$ cat config.mk
export PLATFORM = sky130hd
export DESIGN_NAME = combat_resolver
export DESIGN_NICKNAME = d
export VERILOG_FILES = /design/src/rtl/combat_pkg.sv /design/src/rtl/combat_damage_calc.sv /design/src/rtl/combat_resolver.sv
export SDC_FILE = /design/constraint.sdc
export NUM_CORES = 1
export LEC_CHECK = 0
export CORE_ASPECT_RATIO = 1.4
export CORE_MARGIN = 2
export CORE_UTILIZATION = 50
export DETAILED_ROUTE_END_ITERATION = 16
export GPL_TIMING_DRIVEN = 0
export PLACE_DENSITY_LB_ADDON = 0.15
export SYNTH_ARGS = -nofsm -noshare
export SYNTH_HDL_FRONTEND = slang
export SYNTH_SLANG_ARGS = --single-unit
$ cat constraint.sdc
create_clock -name i_clk -period 4.6 [get_ports i_clk]
set_input_delay 0.92 -clock i_clk [delete_from_list [all_inputs] [get_ports i_clk]]
set_output_delay 0.92 -clock i_clk [all_outputs]
set_load 0.005 [all_outputs]
$ cat src/rtl/combat_pkg.sv
// rtl/combat_pkg.sv - attack/hit/winner codes and FSM state for combat_resolver; COMBAT_BLOCK_EN enables BLOCK
package combat_pkg;

    localparam logic [3:0] ATK_STANDBY = 4'b0000;
    localparam logic [3:0] ATK_LIGHT   = 4'b0001;
    localparam logic [3:0] ATK_HEAVY   = 4'b0010;
    localparam logic [3:0] ATK_BLOCK   = 4'b0011;

    localparam logic [1:0] HIT_NONE     = 2'b00;
    localparam logic [1:0] HIT_CRITICAL = 2'b01;
    localparam logic [1:0] HIT_NORMAL   = 2'b10;
    localparam logic [1:0] HIT_MISS     = 2'b11;

    localparam logic [1:0] WIN_NONE = 2'b00;
    localparam logic [1:0] WIN_P1   = 2'b01;
    localparam logic [1:0] WIN_CPU  = 2'b10;
    localparam logic [1:0] WIN_DRAW = 2'b11;

    typedef enum logic [1:0] {
        ST_IDLE  = 2'b00,
        ST_FIGHT = 2'b01,
        ST_OVER  = 2'b10
    } state_t;

    // Types that consume a ready slot; anything else is treated like STANDBY.
    function automatic logic attack_known(input logic [3:0] t);
`ifdef COMBAT_BLOCK_EN
        return (t == ATK_LIGHT) || (t == ATK_HEAVY) || (t == ATK_BLOCK);
`else
        return (t == ATK_LIGHT) || (t == ATK_HEAVY);
`endif
    endfunction

endpackage

$ cat src/rtl/combat_damage_calc.sv
// rtl/combat_damage_calc.sv - one attacker's damage and the defender's saturated health
module combat_damage_calc
    import combat_pkg::*;
#(
    parameter int HP_W       = 8,
    parameter int LIGHT_DMG  = 1,
    parameter int HEAVY_DMG  = 2,
    parameter int CRIT_SHIFT = 1
) (
    input  logic            accept_i,
    input  logic [3:0]      type_i,
    input  logic [1:0]      state_i,
    input  logic            halve_i,
    input  logic [HP_W-1:0] health_i,
    output logic            dmg_nz_o,
    output logic [HP_W-1:0] health_o
);

    logic [31:0] base;
    logic [31:0] dmg_raw;
    logic [31:0] dmg;

    always_comb begin
        base = '0;
        if (accept_i) begin
            case (type_i)
                ATK_LIGHT: base = LIGHT_DMG;
                ATK_HEAVY: base = HEAVY_DMG;
                default:   base = '0;
            endcase
        end

        case (state_i)
            HIT_CRITICAL: dmg_raw = base << CRIT_SHIFT;
            HIT_NORMAL:   dmg_raw = base;
            default:      dmg_raw = '0;
        endcase

        dmg      = halve_i ? (dmg_raw >> 1) : dmg_raw;
        dmg_nz_o = (dmg != '0);

        // Compare at full width so oversized damage can never wrap the health register.
        if (dmg >= 32'(health_i)) begin
            health_o = '0;
        end else begin
            health_o = health_i - dmg[HP_W-1:0];
        end
    end

endmodule

$ cat src/rtl/combat_resolver.sv
// rtl/combat_resolver.sv - two-fighter damage resolver and game FSM; COMBAT_BLOCK_EN enables BLOCK
module combat_resolver
    import combat_pkg::*;
#(
    parameter int HP_W           = 8,
    parameter int HP_MAX         = 100,
    parameter int LIGHT_DMG      = 1,
    parameter int HEAVY_DMG      = 2,
    parameter int CRIT_SHIFT     = 1,
    parameter int HEAVY_COOLDOWN = 4
) (
    input  logic            i_clk,
    input  logic            i_reset,
    input  logic            i_start,
    input  logic            i_p1_valid,
    input  logic [3:0]      i_p1_type,
    input  logic [1:0]      i_p1_state,
    input  logic            i_cpu_valid,
    input  logic [3:0]      i_cpu_type,
    input  logic [1:0]      i_cpu_state,
    output logic [HP_W-1:0] o_p1_health,
    output logic [HP_W-1:0] o_cpu_health,
    output logic            o_p1_ready,
    output logic            o_cpu_ready,
    output logic            o_p1_attacking,
    output logic            o_cpu_attacking,
    output logic            o_game_over,
    output logic [1:0]      o_winner
);

    localparam int              CD_W    = $clog2(HEAVY_COOLDOWN + 2);
    localparam logic [CD_W-1:0] CD_LOAD = CD_W'(HEAVY_COOLDOWN);
    localparam logic [CD_W-1:0] CD_ONE  = CD_W'(1);
    localparam logic [HP_W-1:0] HP_INIT = HP_W'(HP_MAX);

    state_t          state_q, state_d;
    logic [HP_W-1:0] p1_hp_q, p1_hp_d, cpu_hp_q, cpu_hp_d;
    logic [CD_W-1:0] p1_cd_q, p1_cd_d, cpu_cd_q, cpu_cd_d;
    logic            p1_atk_q, p1_atk_d, cpu_atk_q, cpu_atk_d;
    logic [1:0]      winner_q, winner_d;

    logic            fighting;
    logic            p1_accept, cpu_accept;
    logic            p1_blocking, cpu_blocking;
    logic            p1_hit, cpu_hit;
    logic [HP_W-1:0] p1_hp_hit, cpu_hp_hit;
    logic            any_zero;

    assign fighting   = (state_q == ST_FIGHT);
    assign p1_accept  = o_p1_ready  && i_p1_valid  && attack_known(i_p1_type);
    assign cpu_accept = o_cpu_ready && i_cpu_valid && attack_known(i_cpu_type);

`ifdef COMBAT_BLOCK_EN
    assign p1_blocking  = p1_accept  && (i_p1_type  == ATK_BLOCK);
    assign cpu_blocking = cpu_accept && (i_cpu_type == ATK_BLOCK);
`else
    assign p1_blocking  = 1'b0;
    assign cpu_blocking = 1'b0;
`endif

    combat_damage_calc #(
        .HP_W(HP_W), .LIGHT_DMG(LIGHT_DMG), .HEAVY_DMG(HEAVY_DMG), .CRIT_SHIFT(CRIT_SHIFT)
    ) u_p1_strike (
        .accept_i (p1_accept),
        .type_i   (i_p1_type),
        .state_i  (i_p1_state),
        .halve_i  (cpu_blocking),
        .health_i (cpu_hp_q),
        .dmg_nz_o (p1_hit),
        .health_o (cpu_hp_hit)
    );

    combat_damage_calc #(
        .HP_W(HP_W), .LIGHT_DMG(LIGHT_DMG), .HEAVY_DMG(HEAVY_DMG), .CRIT_SHIFT(CRIT_SHIFT)
    ) u_cpu_strike (
        .accept_i (cpu_accept),
        .type_i   (i_cpu_type),
        .state_i  (i_cpu_state),
        .halve_i  (p1_blocking),
        .health_i (p1_hp_q),
        .dmg_nz_o (cpu_hit),
        .health_o (p1_hp_hit)
    );

    assign any_zero = (p1_hp_hit == '0) || (cpu_hp_hit == '0);

    always_ff @(posedge i_clk) begin
        if (i_reset) begin
            state_q <= ST_IDLE;
        end else begin
            state_q <= state_d;
        end
    end

    always_comb begin
        state_d = state_q;
        case (state_q)
            ST_IDLE:  if (i_start) state_d = ST_FIGHT;
            ST_FIGHT: begin
                if (i_start)       state_d = ST_FIGHT;
                else if (any_zero) state_d = ST_OVER;
            end
            ST_OVER:  if (i_start) state_d = ST_FIGHT;
            default:  state_d = ST_IDLE;
        endcase
    end

    always_comb begin
        o_p1_ready  = fighting && (p1_cd_q == '0);
        o_cpu_ready = fighting && (cpu_cd_q == '0);
        o_game_over = (state_q == ST_OVER);
    end

    always_comb begin
        p1_hp_d   = p1_hp_q;
        cpu_hp_d  = cpu_hp_q;
        p1_cd_d   = (p1_cd_q  != '0) ? p1_cd_q  - CD_ONE : p1_cd_q;
        cpu_cd_d  = (cpu_cd_q != '0) ? cpu_cd_q - CD_ONE : cpu_cd_q;
        p1_atk_d  = 1'b0;
        cpu_atk_d = 1'b0;
        winner_d  = winner_q;

        // A start in any state wins over whatever attacks arrive alongside it.
        if (i_start) begin
            p1_hp_d  = HP_INIT;
            cpu_hp_d = HP_INIT;
            p1_cd_d  = '0;
            cpu_cd_d = '0;
            winner_d = WIN_NONE;
        end else if (fighting) begin
            p1_hp_d   = p1_hp_hit;
            cpu_hp_d  = cpu_hp_hit;
            p1_atk_d  = p1_hit;
            cpu_atk_d = cpu_hit;
            if (p1_accept && (i_p1_type == ATK_HEAVY))   p1_cd_d  = CD_LOAD;
            if (cpu_accept && (i_cpu_type == ATK_HEAVY)) cpu_cd_d = CD_LOAD;
            if (any_zero) winner_d = {p1_hp_hit == '0, cpu_hp_hit == '0};
        end
    end

    always_ff @(posedge i_clk) begin
        if (i_reset) begin
            p1_hp_q   <= HP_INIT;
            cpu_hp_q  <= HP_INIT;
            p1_cd_q   <= '0;
            cpu_cd_q  <= '0;
            p1_atk_q  <= 1'b0;
            cpu_atk_q <= 1'b0;
            winner_q  <= WIN_NONE;
        end else begin
            p1_hp_q   <= p1_hp_d;
            cpu_hp_q  <= cpu_hp_d;
            p1_cd_q   <= p1_cd_d;
            cpu_cd_q  <= cpu_cd_d;
            p1_atk_q  <= p1_atk_d;
            cpu_atk_q <= cpu_atk_d;
            winner_q  <= winner_d;
        end
    end

    assign o_p1_health     = p1_hp_q;
    assign o_cpu_health    = cpu_hp_q;
    assign o_p1_attacking  = p1_atk_q;
    assign o_cpu_attacking = cpu_atk_q;
    assign o_winner        = winner_q;

endmodule
==> results of run 1 <==
## synth_stat cells
library cell  count  share of area [%]
a2111oi_0         2               0.92
a211oi_1          1               0.40
a211o_1           3                1.4
nor2_1           21                4.2
a22o_1            3                1.4
mux2i_1           3                1.6
or3_1             5                1.7
nand2b_2          1               0.46
nand2b_1          5                1.7
o31ai_1           1               0.40
clkbuf_1          5               0.99
a22oi_1           1               0.40
nand2_1          25                5.0
nand4_1           2               0.66
xor2_1            2               0.92
and3_1            1               0.33
nor4_1            1               0.33
or3b_4            1               0.59
o211ai_1          3                1.2
nor2b_1           9                3.0
dfxtp_1          28                 30
nand3_1          11                2.9
or4_4             1               0.59
or4_1             4                1.6
nand3b_1          3                1.2
a21o_1            1               0.40
ha_1             20                 13
a21oi_1          20                5.3
o21ai_0           7                1.8
o22ai_1           1               0.33
fa_1              2                2.1
xnor2_1           4                1.8
or2_2             2               0.66
a221o_1           1               0.53
inv_1            23                4.6
or2_4             1               0.46
and4b_1           1               0.53
a221oi_1          1               0.46
a311oi_1          1               0.46
a311oi_2          1               0.79
and2_1            3               0.99
nor3_1            9                2.4
## worst max-delay path: stages
cell	delay, ps
clkdlybuf4s50_1	380
nand2b_1	140
or4_4	420
or3b_4	420
or2_4	250
inv_1	60
ha_1	290
a211o_1	360
xnor2_1	130
a2111oi_1	500
o21ai_0	220
a22o_1	240
## flip-flops by register name, summed over array words and instances (netlist names)
signal           flops
o_cpu_health         8
o_p1_health          8
o_cpu_attacking      1
p1_cd_q              3
cpu_cd_q             3
state_q              2
o_p1_attacking       1
o_winner             2
## cell families after synthesis
group / after synthesis / share of synthesized area (%)
XOR/XNOR: 6 / 2.77
flip-flops: 28 / 29.6
buffers and inverters: 28 / 5.54
AO/OA/AOI/OAI: 47 / 16.2
adder cells (fa/ha/maj): 22 / 15.3
AND/OR/NAND/NOR: 106 / 29.0
multiplexers: 3 / 1.58
## cell type report
| class | instances | area share [%] |
|---|---|---|
| Sequential cell | 28 | 23.4 |
| Timing Repair Buffer | 39 | 16.3 |
| Buffer | 5 | 0.784 |
| Inverter | 23 | 3.61 |
| Clock buffer | 4 | 2.30 |
| Multi-Input combinational cell | 184 | 51.4 |
| Tap cell | 42 | 2.19 |
## power by group through the flow
| stage | Sequential, W | Combinational [W] | Clock [W] |
|---|---|---|---|
| 2_1_floorplan | 0.000253 | 0.0000393 | 0 |
| 6_report | 0.000248 | 0.0000721 | 0.000153 |
| 3_5_place_dp | 0.000254 | 0.0000722 | 0 |
| 3_3_place_gp | 0.000254 | 0.0000705 | 0 |
| 4_1_cts | 0.000248 | 0.0000724 | 0.000158 |
| 5_1_grt | 0.000249 | 0.0000795 | 0.000167 |
## worst paths after layout
path / startpoint / end / slack [ps] / depth (start not counted)
setup / recovery: i_p1_type[2] / o_winner[1] / 440 / 12
hold / removal: o_winner[0] / o_winner[0] / 500 / 2
setup reg to reg: p1_cd_q[0] / o_winner[1] / 830 / 13
hold reg to reg: o_winner[0] / o_winner[0] / 500 / 2
## metrics by stage
step           power [W]  setup slack (ps)  cell area [um2]  std cells
3_5_place_dp    0.000326              11.4             2340        321
6_report        0.000473               440             2390        325
3_3_place_gp    0.000324              45.4             2340        321
2_1_floorplan   0.000293               746             1900        240
4_1_cts         0.000478               288             2390        325
5_1_grt         0.000496               184             2390        325
## layer usage
layer	up-vias	GRT usage [%]
met3	7	1.85
met4	0	8.10
li1	918	-
met5	-	0
met2	29	38.1
met1	847	20.7
==> results.cfg, run 1 <==
[timing]
setup_viol = 0
fmaxAchievable_mhz = 240
period_share_pct = 90.4
worst_hold_slack_ps = 497
tightestPinTransition_ps = 614
drv_slew = 0
fin_crit_ps = 4160
finalSetupTns_ps = 0
finalHoldViolations = 0
rsz0062_at_grt = false
max-slew-margin-rel_pct = 58.9
finalClockSkew_ps = 3.69

[pwr]
netSwitchingFraction_pct = 24.5
pwr-share-comb_pct = 15.2
clock_power_share_pct = 32.3
pwr_density_cell_nw_per_um2 = 197
power_switching_w = 0.000116
p_leak_nw = 0.942
intPower_w = 0.000357
vdd_drop_max_mv = 0.183
seqPwrFrac_pct = 52.5

[worst_setup_path]
cp-end-kind = flop
worstPathMaxFanout = 6
crit_path_start_kind = input pin
worstPathArrival_ps = 4330
criticalPathCategory = in -> reg
cp_data_required_time_ps = 4770

[logic_synthesis]
synth_cells = 240
yosysWarnings = 0
ys_ff_latch = 28
syn-num-nets = 279
synth_cell_types = 42
seq_area_frac_synth_pct = 29.6
avgSynthCellArea_um2 = 7.90
syn_area_um2 = 1900

[route]
postRouteAntennaNets = 0
wl_met3_um = 92
dr_total_vias = 1801
wire_per_inst_um = 12.8
topRoutingLayerUsed = met4
dr.pass1.iters = 4
drt-total-wl_um = 4150
dr_wl_met2_um = 2220
wl_met1_um = 1770
drc = 0
drt_iter0_markers = 41
vias_per_cell = 5.54

[placement]
port_buffers = 39
gp_congestion = 0.813
dp_hpwl_um = 3270

[grt]
grt_pass1_vias = 1678
track_usage_pct = 19.6
grt_max_degree = 16
grt_pass1_wl_um = 6930
antenna_found_initial = 0
grt-ovfl-total = 0

[clocking]
cts_resized = 0
cts_made_buffers = 3
cts_root_buf = clkbuf_8
tritoncts = yes
numClockSinks = 28
holdBufCountCts = 0
cts_htree_levels = 1
clk_path_buf_depth = 2
clk_pin_slew_worst_paths_ps = 90
clk_latency_ps = 270
post-cts-setup-buffers = 0

[run_status]
status = finished clean

[layout]
multi_input_area_um2 = 1230
layout_common_cells = clkdlybuf4s50_1, dfxtp_1, nand2_1, inv_1, nor2_1
areaGrowthSynthToFinish_pct = 26.3
antenna_cells = 0
nets = 323
fillers = 340
final_util_pct = 65.7
layout_commonest_cell = clkdlybuf4s50_1
seqCellArea_um2 = 561
drive_gt1_share_pct = 3.89

[floorplan]
start_util_pct = 52.0
fp.dieH_um = 76.9
dieWidth_um = 56.0
core_area_um2 = 3640
die-area_um2 = 4310
rows = 26
pin_count = 40

[hold_path]
hold_class = reg -> reg

[flow_run]
drv_cap = 0
Power figures use the tool's default switching activity.
==> run 2, diff against run 1 <==
--- a/config.mk
+++ b/config.mk
@@ -5,9 +5,9 @@
 export SDC_FILE = /design/constraint.sdc
 export NUM_CORES = 1
 export LEC_CHECK = 0
-export CORE_ASPECT_RATIO = 1.4
 export CORE_MARGIN = 2
 export CORE_UTILIZATION = 50
+export CTS_CLUSTER_SIZE = 10
 export DETAILED_ROUTE_END_ITERATION = 16
 export GPL_TIMING_DRIVEN = 0
 export PLACE_DENSITY_LB_ADDON = 0.15
==> run 2 against run 1 <==
Total power grew 0.74%. Setup slack lost 120 ps. Combinational power shrank 0.6%. Largest cell class unchanged. Largest power group unchanged.
==> results.cfg, run 2 (synthesis results as in run 1) <==
[layout]
layout_commonest_cell = clkdlybuf4s50_1
drive_gt1_share_pct = 3.89
design_area_um2 = 2400
final_util_pct = 65.6
nets = 323
antenna_cells = 0
final_cells = 331
areaGrowthSynthToFinish_pct = 26.7
layout_common_cells = clkdlybuf4s50_1, dfxtp_1, nand2_1, inv_1, nor2_1
fillers = 331

[timing]
rsz0062_at_grt = false
setup_viol = 0
fmaxAchievable_mhz = 234
drv_slew = 0
worst_slack_ps = 323
finalClockSkew_ps = 4.18
fin_crit_ps = 4280
finalHoldViolations = 0
tightestPinTransition_ps = 726
max-slew-margin-rel_pct = 51.5
period_share_pct = 93.0

[placement]
dpl_cell_area_um2 = 2350
gp_congestion = 0.800
port_buffers = 39
dp_hpwl_um = 3140
dp_slack_ps = -90.0
placedCellCount = 327

[worst_setup_path]
worstPathMaxFanout = 6
cp-end-kind = flop
max_stage_delay_ps = 590
cpMaxStageDelayCell = a2111oi_1
path_cells = clkdlybuf4s50_1, nand2b_1, or4_4, or3b_4, or2_4, inv_1, ha_1, a211o_1, xnor2_1, a2111oi_1, o21ai_0, a22o_1
cp_num_buf_inv = 2
worstPathArrival_ps = 4460
critPathTopFamily = compound AO/OA/AOI/OAI gates
crit_path_start_kind = input pin
criticalPathCategory = in -> reg
cp_data_required_time_ps = 4780

[grt]
track_usage_pct = 20.6
grt_max_degree = 16
grt-ovfl-total = 0
grt_pass1_wl_um = 6930
antenna_found_initial = 0
grt_pass1_vias = 1603

[floorplan]
die-area_um2 = 4300
core_area_um2 = 3660
dieWidth_um = 65.6
pin_count = 40
rows = 22
start_util_pct = 51.8
fp.dieH_um = 65.6

[route]
dr_total_vias = 1792
vias_per_cell = 5.41
drt_iter0_markers = 87
dr.pass1.iters = 4
postRouteAntennaNets = 0
wire_per_inst_um = 12.3
drc = 0
drt-total-wl_um = 4080

[pwr]
intPower_w = 0.000357
p_leak_nw = 0.942
total_power_w = 0.000476
pwr_density_cell_nw_per_um2 = 198
clock_power_share_pct = 32.8
seqPwrFrac_pct = 52.1
pwr-share-comb_pct = 15.1
netSwitchingFraction_pct = 25.1
vdd_drop_max_mv = 0.0951
power_switching_w = 0.000119

[clocking]
cts_made_buffers = 3
clk_latency_ps = 280
numClockSinks = 28
holdBufCountCts = 0
cts_htree_levels = 1
clk_path_buf_depth = 2
tritoncts = yes
cts_root_buf = clkbuf_8
clk_pin_slew_worst_paths_ps = 90

[hold_path]
hold_class = reg -> reg

[flow_run]
drv_cap = 0

[run_status]
status = finished clean
==> run 2: layer usage <==
layer | vias up | global-route usage (%) | routed length, um
li1 | 925 | - | -
met1 | 810 | 25.4 | 1860
met2 | 52 | 36.7 | 2010
met3 | 5 | 2.74 | 152
met4 | 0 | 7.03 | 59
met5 | - | 0 | 0
==> run 2: layout make-up <==
class / count / area (um2) / area share [%]
Buffer: 5 / 18.8 / 0.781
Clock buffer: 4 / 55.1 / 2.29
Inverter: 23 / 86.3 / 3.59
Multi-Input combinational cell: 184 / 1230 / 51.3
Sequential cell: 28 / 561 / 23.3
Tap cell: 48 / 60.1 / 2.50
Timing Repair Buffer: 39 / 390 / 16.3
==> run 2: tightest hold or removal path: stages (launching register included) <==
cell and delay (ps):
dfxtp_1 330, nand2_1 60, o22ai_1 60
==> run 2: path summary, 6_finish.rpt <==
kind	cells after the start	slack, ps	start	endpoint
worst max-delay path	12	320	i_p1_type[2]	o_winner[1]
worst max register to register	13	720	p1_cd_q[0]	o_winner[1]
worst min register to register	2	490	o_winner[0]	o_winner[0]
worst min-delay path	2	490	o_winner[0]	o_winner[0]
==> run 2: power by group through the flow <==
| stage | registers [W] | logic [W] | clock network (W) |
|---|---|---|---|
| 4_1_cts | 0.000248 | 0.0000719 | 0.000158 |
| 3_5_place_dp | 0.000254 | 0.0000716 | 0 |
| 6_report | 0.000248 | 0.0000717 | 0.000156 |
| 3_3_place_gp | 0.000254 | 0.0000702 | 0 |
| 5_1_grt | 0.000249 | 0.0000799 | 0.000172 |
| 2_1_floorplan | 0.000253 | 0.0000393 | 0 |
==> run 2: what timing repair did <==
item                                    4_1_cts  5_1_grt
endpoints found under the setup margin        0        2
gates resized for setup                       0        1
buffers inserted                              0        0
==> run 2: per-stage QoR <==
step	setup TNS [ps]	hold WS, ps
after global routing	0	547
after CTS	0	493
final	0	490
after detailed placement	-90.0	476
after floorplan	0	452
after global placement	-32.8	464
==> run 3, diff against run 2 <==
--- a/config.mk
+++ b/config.mk
@@ -5,7 +5,7 @@
 export SDC_FILE = /design/constraint.sdc
 export NUM_CORES = 1
 export LEC_CHECK = 0
-export CORE_MARGIN = 2
+export CORE_ASPECT_RATIO = 0.5
 export CORE_UTILIZATION = 50
 export CTS_CLUSTER_SIZE = 10
 export DETAILED_ROUTE_END_ITERATION = 16
==> run 3 against run 2 <==
Utilization up 2.1 points. Die area down 5.7%. First-iteration DRC count down 15%.
==> results.cfg, run 3 (synthesis results as in run 1) <==
[run_status]
status = finished clean

[worst_setup_path]
worstPathArrival_ps = 4500
cp-end-kind = flop
endpoint = o_winner[1]
cp_data_required_time_ps = 4770
crit_path_start_kind = input pin
r2r_start = p1_cd_q[0]
criticalPathCategory = in -> reg
r2r_end = o_winner[1]
worstPathMaxFanout = 6
r2r_slack_ps = 650
cp-startpoint = i_p1_type[2]
rr_worst_depth = 13

[timing]
finalHoldViolations = 0
rsz0062_at_grt = false
drv_slew = 0
setup_viol = 0
max-slew-margin-rel_pct = 47.4
fin_crit_ps = 4330
finalClockSkew_ps = 2.30
worst_slack_ps = 273
finalSetupTns_ps = 0
fmaxAchievable_mhz = 231
period_share_pct = 94.1
tightestPinTransition_ps = 769

[grt]
grt_max_degree = 15
antenna_found_initial = 0
grt_pass1_vias = 1551
grt_pass1_wl_um = 6780
track_usage_pct = 22.6
grt-ovfl-total = 0

[placement]
placedCellCount = 330
dp_slack_ps = 4.98
port_buffers = 39
dp_hpwl_um = 3380
gp_congestion = 0.825

[route]
postRouteAntennaNets = 0
drt_iter0_markers = 74
drt-total-wl_um = 4280
wire_per_inst_um = 12.9
dr_total_vias = 1828
drc = 0
vias_per_cell = 5.49
dr.pass1.iters = 4

[flow_run]
drv_cap = 0

[clocking]
post-cts-setup-buffers = 0
clk_latency_ps = 280
tritoncts = yes
cts_resized = 0
clk_pin_slew_worst_paths_ps = 90
numClockSinks = 28
cts_htree_levels = 1
holdBufCountCts = 0
cts_made_buffers = 3
clk_path_buf_depth = 2
cts_root_buf = clkbuf_8

[floorplan]
dieWidth_um = 89.1
die-area_um2 = 4060
start_util_pct = 53.7
pin_count = 40
rows = 15
core_area_um2 = 3530
fp.dieH_um = 45.5

[pwr]
pwr_density_cell_nw_per_um2 = 191
p_leak_nw = 0.935
vdd_drop_max_mv = 0.109

[layout]
antenna_cells = 0
layout_common_cells = clkdlybuf4s50_1, dfxtp_1, nand2_1, inv_1, nor2_1
areaGrowthSynthToFinish_pct = 26.1
final_cells = 333
drive_gt1_share_pct = 3.55
nets = 323
fillers = 324
layout_commonest_cell = clkdlybuf4s50_1

[hold_path]
hold_class = reg -> reg
## run 3: cell types whose count changed in the layout (fill, tap and decap cells not counted), sizes merged
| cell | previous run | this run |
|---|---|---|
| clkbuf | 9 | 8 |
## run 3: worst min-delay path by stage
stage                 from           to  slack [ps]  cells past startpoint
2_1_floorplan  o_winner[0]  o_winner[0]         450                      2
3_3_place_gp   o_winner[0]  o_winner[0]         450                      2
3_5_place_dp   o_winner[0]  o_winner[0]         450                      2
4_1_cts        o_winner[0]  o_winner[0]         470                      2
5_1_grt        o_winner[0]  o_winner[0]         500                      2
6_report       o_winner[0]  o_winner[0]         470                      2
## run 3: where the power goes
group          leakage, nW  internal [W]  switching (W)
sequential           0.226      0.000245     0.00000315
combinational        0.687     0.0000349      0.0000377
clock               0.0216     0.0000589      0.0000758
total                0.935      0.000339       0.000117
## run 3: layer usage
layer	GRT usage, %	up-vias	share of wire [%]
met4	6.98	0	0.63
met1	28.6	851	48
met3	5.07	5	4.8
li1	-	922	-
met2	39.5	50	47
met5	0	-	0
## run 3: critical path: stages
cell and delay [ps]:
clkdlybuf4s50_1 380, nand2b_1 140, or4_4 420, or3b_4 420, or2_4 250, inv_1 70
ha_1 300, a211o_1 370, xnor2_1 140, a2111oi_0 620, o21ai_0 210, a22o_1 240
## run 3: final cells by class
type	instances	area [um2]	area share, %
multi-input combinational	184	1230	51.4
tap	51	63.8	2.67
buffer	5	18.8	0.785
clock buffer	3	41.3	1.73
sequential	28	561	23.4
timing repair buffer	39	390	16.3
inverter	23	86.3	3.61
## run 3: through the flow
step	instance area, um2	power (W)	hold slack [ps]	util [%]
finish	2390	0.000456	470	67.8
detailed placement	2350	0.000326	452	66.6
floorplan	1900	0.000293	452	-
global route	2390	0.000475	502	67.8
CTS	2390	0.000463	468	67.8
global placement	2350	0.000324	447	66.6
